File: src/rtl/cl_serial_seq.sv
// Bit-serial logic unit: sequences a single 1-bit logic cell over N-bit operands, LSB first.
// Holds the last completed result and a zero flag behind a start/busy/done handshake.

module cl (
    input  logic       a,
    input  logic       b,
    input  logic [1:0] s,
    output logic       y
);

    always_comb begin
        y = 1'b0;
        case (s)
            2'b00:   y = a & b;
            2'b01:   y = a | b;
            2'b10:   y = a ^ b;
            default: y = ~a;
        endcase
    end

endmodule

module cl_serial_seq #(
    parameter int N = 8
) (
    input  logic         clk,
    input  logic         rst_n,
    input  logic         start,
    input  logic [N-1:0] A,
    input  logic [N-1:0] B,
    input  logic [1:0]   S,
    output logic         busy,
    output logic         done,
    output logic [N-1:0] result,
    output logic         zero
);

    localparam int CW = $clog2(N) + 1;

    localparam logic [1:0] IDLE = 2'd0;
    localparam logic [1:0] RUN  = 2'd1;
    localparam logic [1:0] DONE = 2'd2;

    localparam logic [CW-1:0] LAST = CW'(N - 1);

    logic [1:0]    state;
    logic [N-1:0]  sa;
    logic [N-1:0]  sb;
    logic [N-1:0]  acc;
    logic [1:0]    op;
    logic [CW-1:0] cnt;
    logic          cl_out;
    logic [N-1:0]  acc_next;

    cl u_cl (
        .a (sa[0]),
        .b (sb[0]),
        .s (op),
        .y (cl_out)
    );

    // New bits enter at the MSB so that after N shifts bit 0 holds the first cell output.
    assign acc_next = {cl_out, acc[N-1:1]};

    always_ff @(posedge clk or negedge rst_n) begin
        if (!rst_n) begin
            state  <= IDLE;
            sa     <= '0;
            sb     <= '0;
            acc    <= '0;
            op     <= 2'b00;
            cnt    <= '0;
            result <= '0;
            zero   <= 1'b1;
        end else begin
            case (state)
                IDLE, DONE: begin
                    if (start) begin
                        sa    <= A;
                        sb    <= B;
                        op    <= S;
                        cnt   <= '0;
                        state <= RUN;
                    end else begin
                        state <= IDLE;
                    end
                end
                RUN: begin
                    acc <= acc_next;
                    sa  <= sa >> 1;
                    sb  <= sb >> 1;
                    // The counter stops at N-1 so it never wraps.
                    if (cnt == LAST) begin
                        result <= acc_next;
                        zero   <= (acc_next == '0);
                        state  <= DONE;
                    end else begin
                        cnt <= cnt + 1'b1;
                    end
                end
                default: state <= IDLE;
            endcase
        end
    end

    assign busy = (state == RUN);
    assign done = (state == DONE);

endmodule

File: config.mk
export PLATFORM = sky130hd
export DESIGN_NAME = cl_serial_seq
export DESIGN_NICKNAME = d
export VERILOG_FILES = /design/src/rtl/cl_serial_seq.sv
export SDC_FILE = /design/constraint.sdc
export NUM_CORES = 1
export LEC_CHECK = 0
export ABC_AREA = 1
export CAP_MARGIN = 25
export CELL_PAD_IN_SITES_DETAIL_PLACEMENT = 1
export CELL_PAD_IN_SITES_GLOBAL_PLACEMENT = 1
export CORE_MARGIN = 2
export CORE_UTILIZATION = 39
export DETAILED_ROUTE_END_ITERATION = 7
export PLACE_DENSITY_LB_ADDON = 0.1
export SLEW_MARGIN = 20
export SYNTH_ARGS = -nofsm -noshare
export SYNTH_HDL_FRONTEND = slang
export SYNTH_SLANG_ARGS = --single-unit
export TNS_END_PERCENT = 20
File: constraint.sdc
create_clock -name clk -period 1.84 [get_ports clk]
set_clock_uncertainty 0.15 [all_clocks]
set_input_delay 0.46 -clock clk [delete_from_list [all_inputs] [get_ports clk]]
set_output_delay 0.46 -clock clk [all_outputs]
set_load 0.05 [all_outputs]
==> impl_metrics.env, run 1 <==
export IMPL_numCtsBuffers=5
export IMPL_powerDensity_mw_per_mm2=1811
export IMPL_startpoint_type="flip-flop"
export IMPL_fin_crit_sh_pct=96.45
export IMPL_r2r_start="state[0]"
export IMPL_fillerInstances=511
export IMPL_grt_max_degree=25
export IMPL_tns_ns=0
export IMPL_rrSetupSlack_ns=0.18
export IMPL_synth_top_area_cell="dfrtp_1"
export IMPL_met3_usage_pct=5.204
export IMPL_placed_cells=280
export IMPL_grt_pass1_wl_mm=7.286
export IMPL_pre_cts_slack_ns=0.06834
export IMPL_netlist_instances=199
export IMPL_yosys_register_bits=40
export IMPL_drt_iter0_drc=75
export IMPL_drtAntennaViolNets=0
export IMPL_place_hpwl_mm=3.183
export IMPL_clock_sinks=40
export IMPL_final_cells=290
export IMPL_synth_edff_count=0
export IMPL_holdPathStages=2
export IMPL_run_status="completed"
export IMPL_cp_end_kind="primary output"
export IMPL_ctsResizeCount=0
export IMPL_vias_per_cell=5.010
export IMPL_gr_usage_met1_pct=24.34
export IMPL_hold_violations=0
export IMPL_yosysSeqAreaShare_pct=56.17
export IMPL_reg2reg_depth=7
export IMPL_cp_arrival_ns=1.16
export IMPL_layout_nets=261
export IMPL_cts_max_level=2
export IMPL_port_buffers=31
export IMPL_post_route_util_pct=54.14
export IMPL_grt_setup_unrepaired="no"
export IMPL_worstPathMaxFanout=9
export IMPL_dpl_cell_area_mm2=0.002268
export IMPL_synth_flop_cell="dfrtp_1"
export IMPL_netSwitchingFraction_pct=43.48
export IMPL_tritoncts="built"
export IMPL_gp_congestion=0.7440
export IMPL_async_flop_share_pct=100.0
export IMPL_holdCritStartpoint="sb[7]"
export IMPL_cts_buffer_depth=2
export IMPL_pwr_share_clk_pct=13.3
export IMPL_slew_viol_final=0
export IMPL_seq_area_mm2=0.001002
export IMPL_grt_busiest_layer="met2"
export IMPL_remaining_drc_errors=0
export IMPL_power_mw=4.299
export IMPL_syn_nets=223
export IMPL_synth_cell_type_count=22
export IMPL_ys_warn_count=0
export IMPL_power_frac_comb_pct=49.2
export IMPL_avgSynthCellArea_um2=8.966
export IMPL_grt_ovfl_total=0
export IMPL_clock_tree_root_cell="clkbuf_8"
export IMPL_die_height_um=71.64
export IMPL_dieWidth_um=71.64
export IMPL_crit_type="reg2out"
export IMPL_final_cell_area_mm2=0.002374
export IMPL_antenna_found_initial=0
export IMPL_totalWireLength_mm=4.218
export IMPL_holdWs_ns=0.3366
export IMPL_io_pins=32
export IMPL_clock_latency_ns=0.30
export IMPL_synthesis_area_mm2=0.001784
export IMPL_yosysMostFrequentCell="nand2_1"
export IMPL_critical_path_required_ns=1.23
export IMPL_n_antenna_cell=0
export IMPL_peakVddDrop_uv=718.4
export IMPL_grt_util_met2_pct=29.94
export IMPL_die_area_mm2=0.005132
export IMPL_wire_per_inst_um=14.54
export IMPL_fp_coreArea_mm2=0.004384
export IMPL_internal_power_mw=2.429
export IMPL_area_growth_pct=33.03
export IMPL_synth_top_area_share_pct=54.70
export IMPL_synthTopCellsByCount="nand2_1, dfrtp_1, nand3_1, inv_1, nor2_1"
export IMPL_clk_pin_slew_ns=0.07
export IMPL_timing_final_ws_setup_ns=0.06523
export IMPL_grt_usage_pct=18.36
export IMPL_final_setup_viol_count=0
export IMPL_synth_area_top_cells="dfrtp_1, nand2_1, nand3_1, o21ai_0, inv_1"
export IMPL_sequentialPowerShare_pct=37.5
export IMPL_startpoint="state[0]"
export IMPL_grt_pass1_vias=1535
export IMPL_p_switching_mw=1.869
export IMPL_multiInputGateArea_um2=658.1
export IMPL_num_rows=24
export IMPL_initial_core_util_pct=40.70
export IMPL_worst_pin_slew_ns=0.4327
export IMPL_hold_class="reg2reg"
export IMPL_maxCapViolCount=0
export IMPL_drt_pass1_iter_count=4
export IMPL_p_leak_nw=1.150
export IMPL_drive_above_1_share_pct=18.49
export IMPL_relSlewSlack_pct=71.16
export IMPL_min_period_ns=1.775
export IMPL_num_vias=1453
export IMPL_fmax_ghz=0.5635
## metal layers
metal,part of all wire [%],vias up
met2,47,31
met5,0,-
met1,46,704
met4,1.1,0
met3,5.2,4
li1,-,714
## flip-flops by register name, indices dropped and copies added, names as in the netlist
| signal | count |
|---|---|
| cnt | 4 |
| result | 8 |
| zero | 1 |
| state | 2 |
| op | 2 |
| sa | 8 |
| acc | 7 |
| sb | 8 |
## power by group through the flow
stage / Combinational, mW / Sequential (mW) / Clock, mW
after floorplan: 1.09 / 1.80 / 0
after global placement: 2.03 / 1.59 / 0
after detailed placement: 2.12 / 1.63 / 0
after CTS: 2.15 / 1.61 / 0.602
after global routing: 2.35 / 1.66 / 0.641
final: 2.11 / 1.61 / 0.571
## layout make-up
class	instances	area share, %
flip-flops and latches	40	42.22
well taps	52	2.741
clock buffers	5	2.899
multi-input cells	132	27.73
inverters	20	3.268
repair buffers	38	20.35
clock inverters	3	0.7907
## layout by cell type (no fill, tap or decap)
cell type         n
or2_2             1
clkinv_4          1
buf_4             5
clkinv_2          2
a21oi_1           3
dlygate4sd3_1     1
inv_4             1
clkbuf_8          5
o21ai_0          12
nand2_4           3
inv_2             3
nand2_1          54
ha_1              3
o21ai_2           6
buf_12           12
nand4_1           1
dfrtp_1          39
nor2_4            1
buf_2             1
nand2_2           2
dfstp_2           1
o22ai_1           6
clkdlybuf4s50_1  19
nand3_1          26
inv_1            16
nor2_1           14
## path summary, 6_finish.rpt
path,endpoint
max,busy
min,sb[7]
max reg2reg,cnt[0]
min reg2reg,sb[7]
max in group asynchronous,zero
min in group asynchronous,sa[6]
## worst max-delay path, stage by stage, from the launching register on
cell     delay [ns]
dfrtp_1        0.43
nand2_2        0.22
inv_4          0.07
buf_12         0.15
## timing repair
action | 4_1_cts | 5_1_grt
hold buffers | 1 | 0
endpoints found under the hold margin | 16 | 0
setup buffers | 1 | 0
endpoints found under the setup margin | 1 | 0
## cell families (layout without fill, tap and decap cells)
logic type | after synthesis | count (layout) | synth area share [%]
simple gates | 102 | 102 | 25.53
compound gates | 27 | 27 | 9.257
flops | 40 | 40 | 56.17
fa+ha+maj | 3 | 3 | 2.104
buf+inv | 27 | 66 | 6.943
No activity file was read; power rests on OpenSTA's default activity.
==> run 2: changes to the inputs <==
--- a/config.mk
+++ b/config.mk
@@ -12,6 +12,7 @@
 export CORE_MARGIN = 2
 export CORE_UTILIZATION = 39
 export DETAILED_ROUTE_END_ITERATION = 7
+export GPL_ROUTABILITY_DRIVEN = 0
 export PLACE_DENSITY_LB_ADDON = 0.1
 export SLEW_MARGIN = 20
 export SYNTH_ARGS = -nofsm -noshare
==> results of run 2 <==
No change in the layout: final DEF, timing and power equal those of run 1.
==> run 3: changes to the inputs <==
--- a/config.mk
+++ b/config.mk
@@ -9,6 +9,7 @@
 export CAP_MARGIN = 25
 export CELL_PAD_IN_SITES_DETAIL_PLACEMENT = 1
 export CELL_PAD_IN_SITES_GLOBAL_PLACEMENT = 1
+export CORE_ASPECT_RATIO = 1.4
 export CORE_MARGIN = 2
 export CORE_UTILIZATION = 39
 export DETAILED_ROUTE_END_ITERATION = 7
==> run 3 against run 2 <==
Compared with the run above:
- sequential power hardly changed
- setup slack improved by 0.030 ns
- global-route usage is 0.32 points higher
- maximum frequency is 1.7% higher
- worst hold slack gained 0.0036 ns
- die area is 0.14% higher
- clock power is 36% higher
- non-clock buffer count shrank 2
- total power grew 5.0%
- routed wire length is 0.76% higher
- design area increased by 1.7%
==> impl_metrics.env, run 3 (synthesized netlist as in run 1, its figures left out) <==
export IMPL_startpoint_type="flip-flop"
export IMPL_remaining_drc_errors=0
export IMPL_path_delay_family="flip-flops"
export IMPL_cp_end_kind="primary output"
export IMPL_hold_violations=0
export IMPL_dieWidth_um=61.17
export IMPL_final_setup_viol_count=0
export IMPL_hold_class="reg2reg"
export IMPL_worstPathMaxFanout=16
export IMPL_top_regs="result: 8 flops, sa: 8 flops, sb: 8 flops"
export IMPL_drt_pass1_iter_count=4
export IMPL_cp_arrival_ns=1.13
export IMPL_placed_cells=289
export IMPL_grt_pass1_wl_mm=7.176
export IMPL_wire_per_inst_um=14.26
export IMPL_dpl_cell_area_mm2=0.002273
export IMPL_clock_tree_root_cell="clkbuf_8"
export IMPL_clk_pin_slew_ns=0.08
export IMPL_drive_above_1_share_pct=17.80
export IMPL_path_buf_inv=2
export IMPL_vias_per_cell=4.973
export IMPL_totalWireLength_mm=4.250
export IMPL_clock_sinks=40
export IMPL_tritoncts="built"
export IMPL_worst_pin_slew_ns=0.4309
export IMPL_fillerInstances=524
export IMPL_crit_type="reg2out"
export IMPL_cts_buffer_depth=2
export IMPL_die_height_um=84.03
export IMPL_seq_area_mm2=0.001002
export IMPL_mostFrequentLayoutCells="nand2_1, dfrtp_1, nand3_1"
export IMPL_slowest_delay_ns=0.43
export IMPL_final_cells=298
export IMPL_tns_ns=0
export IMPL_n_antenna_cell=0
export IMPL_slew_viol_final=0
export IMPL_startpoint="state[0]"
export IMPL_num_vias=1482
export IMPL_holdCritStartpoint="sa[7]"
export IMPL_critical_path_required_ns=1.23
export IMPL_run_status="completed"
export IMPL_initial_core_util_pct=39.98
export IMPL_io_pins=32
export IMPL_grt_pass1_vias=1622
export IMPL_peakVddDrop_uv=838.5
export IMPL_port_buffers=31
export IMPL_reg2reg_to="cnt[0]"
export IMPL_holdWs_ns=0.3401
export IMPL_crit_chain="nand2_2, inv_8, buf_12"
export IMPL_die_area_mm2=0.005140
export IMPL_multiInputGateArea_um2=658.1
export IMPL_reg2reg_depth=7
export IMPL_p_leak_nw=1.159
export IMPL_drt_iter0_drc=24
export IMPL_numCtsBuffers=5
export IMPL_area_growth_pct=35.34
export IMPL_min_period_ns=1.744
export IMPL_fp_coreArea_mm2=0.004463
export IMPL_place_hpwl_mm=3.132
export IMPL_grt_max_degree=24
export IMPL_fin_crit_sh_pct=94.80
export IMPL_relSlewSlack_pct=71.27
export IMPL_whs_endpoint="sa[7]"
export IMPL_cts_max_level=2
export IMPL_antenna_found_initial=0
export IMPL_rrSetupSlack_ns=0.16
export IMPL_fmax_ghz=0.5733
export IMPL_final_cell_area_mm2=0.002415
export IMPL_r2r_start="cnt[0]"
export IMPL_grt_ovfl_total=0
export IMPL_num_rows=29
export IMPL_grt_usage_pct=18.68
export IMPL_clock_latency_ns=0.28
export IMPL_final_common_cell="nand2_1"
export IMPL_maxCapViolCount=0
export IMPL_holdPathStages=2
export IMPL_drtAntennaViolNets=0
export IMPL_critPathSlowestCell="dfrtp_1"
export IMPL_powerDensity_mw_per_mm2=1869
export IMPL_layout_nets=259
-- run 3: cell count changes in the layout (fill, tap and decap cells not counted), sizes merged --
cell / delta
clkinv: -3
buf: -2
clkbuf: +2
bufinv: +1
-- run 3: cell type report --
| class | count | share of cell area, % |
|---|---|---|
| Clock buffer | 7 | 3.990 |
| Clock inverter | 1 | 1.244 |
| Inverter | 20 | 3.420 |
| Multi-Input combinational cell | 132 | 27.25 |
| Sequential cell | 40 | 41.50 |
| Tap cell | 62 | 3.212 |
| Timing Repair Buffer | 36 | 19.38 |
-- run 3: worst max-delay path by stage --
stage | to | cells after the start
final | busy | 3
after global routing | busy | 4
after CTS | busy | 4
after detailed placement | cnt[0] | 6
after global placement | sa[5] | 5
after floorplan | done | 1
-- run 3: stage by stage --
stage	power [mW]	utilization, %	setup slack [ns]
2_1_floorplan	2.894	-	0.1689
3_5_place_dp	3.730	50.94	0.07287
4_1_cts	4.550	54.00	0.03717
6_report	4.513	54.11	0.09568
3_3_place_gp	3.619	50.94	0.1433
5_1_grt	4.856	54.11	-0.001022
-- run 3: what timing repair did --
item | CTS | global route
hold buffers | 1 | 0
buffers inserted | 0 | 0
hold endpoints to repair | 16 | 0
resized for setup | 0 | 2
setup endpoints to repair | 0 | 1
-- run 3: worst register-to-register path, stage by stage (launching register included) --
cell     delay [ns]
dfrtp_1        0.44
ha_1           0.23
nand2_1        0.12
nor2_4         0.06
nand2_4        0.20
nand2_2        0.15
nand2_1        0.10
o21ai_0        0.10
-- run 3: report_power, final --
group	internal [mW]	switching [mW]
logic	0.849	1.26
clock network	0.479	0.298
registers	1.29	0.331
-- run 3: per-layer routing --
| layer | track usage [%] | up-vias | share of wire (%) |
|---|---|---|---|
| li1 | - | 709 | - |
| met1 | 21.06 | 726 | 39 |
| met2 | 32.69 | 41 | 56 |
| met3 | 4.186 | 6 | 3.5 |
| met4 | 6.917 | 0 | 2.2 |
| met5 | 0 | - | 0 |
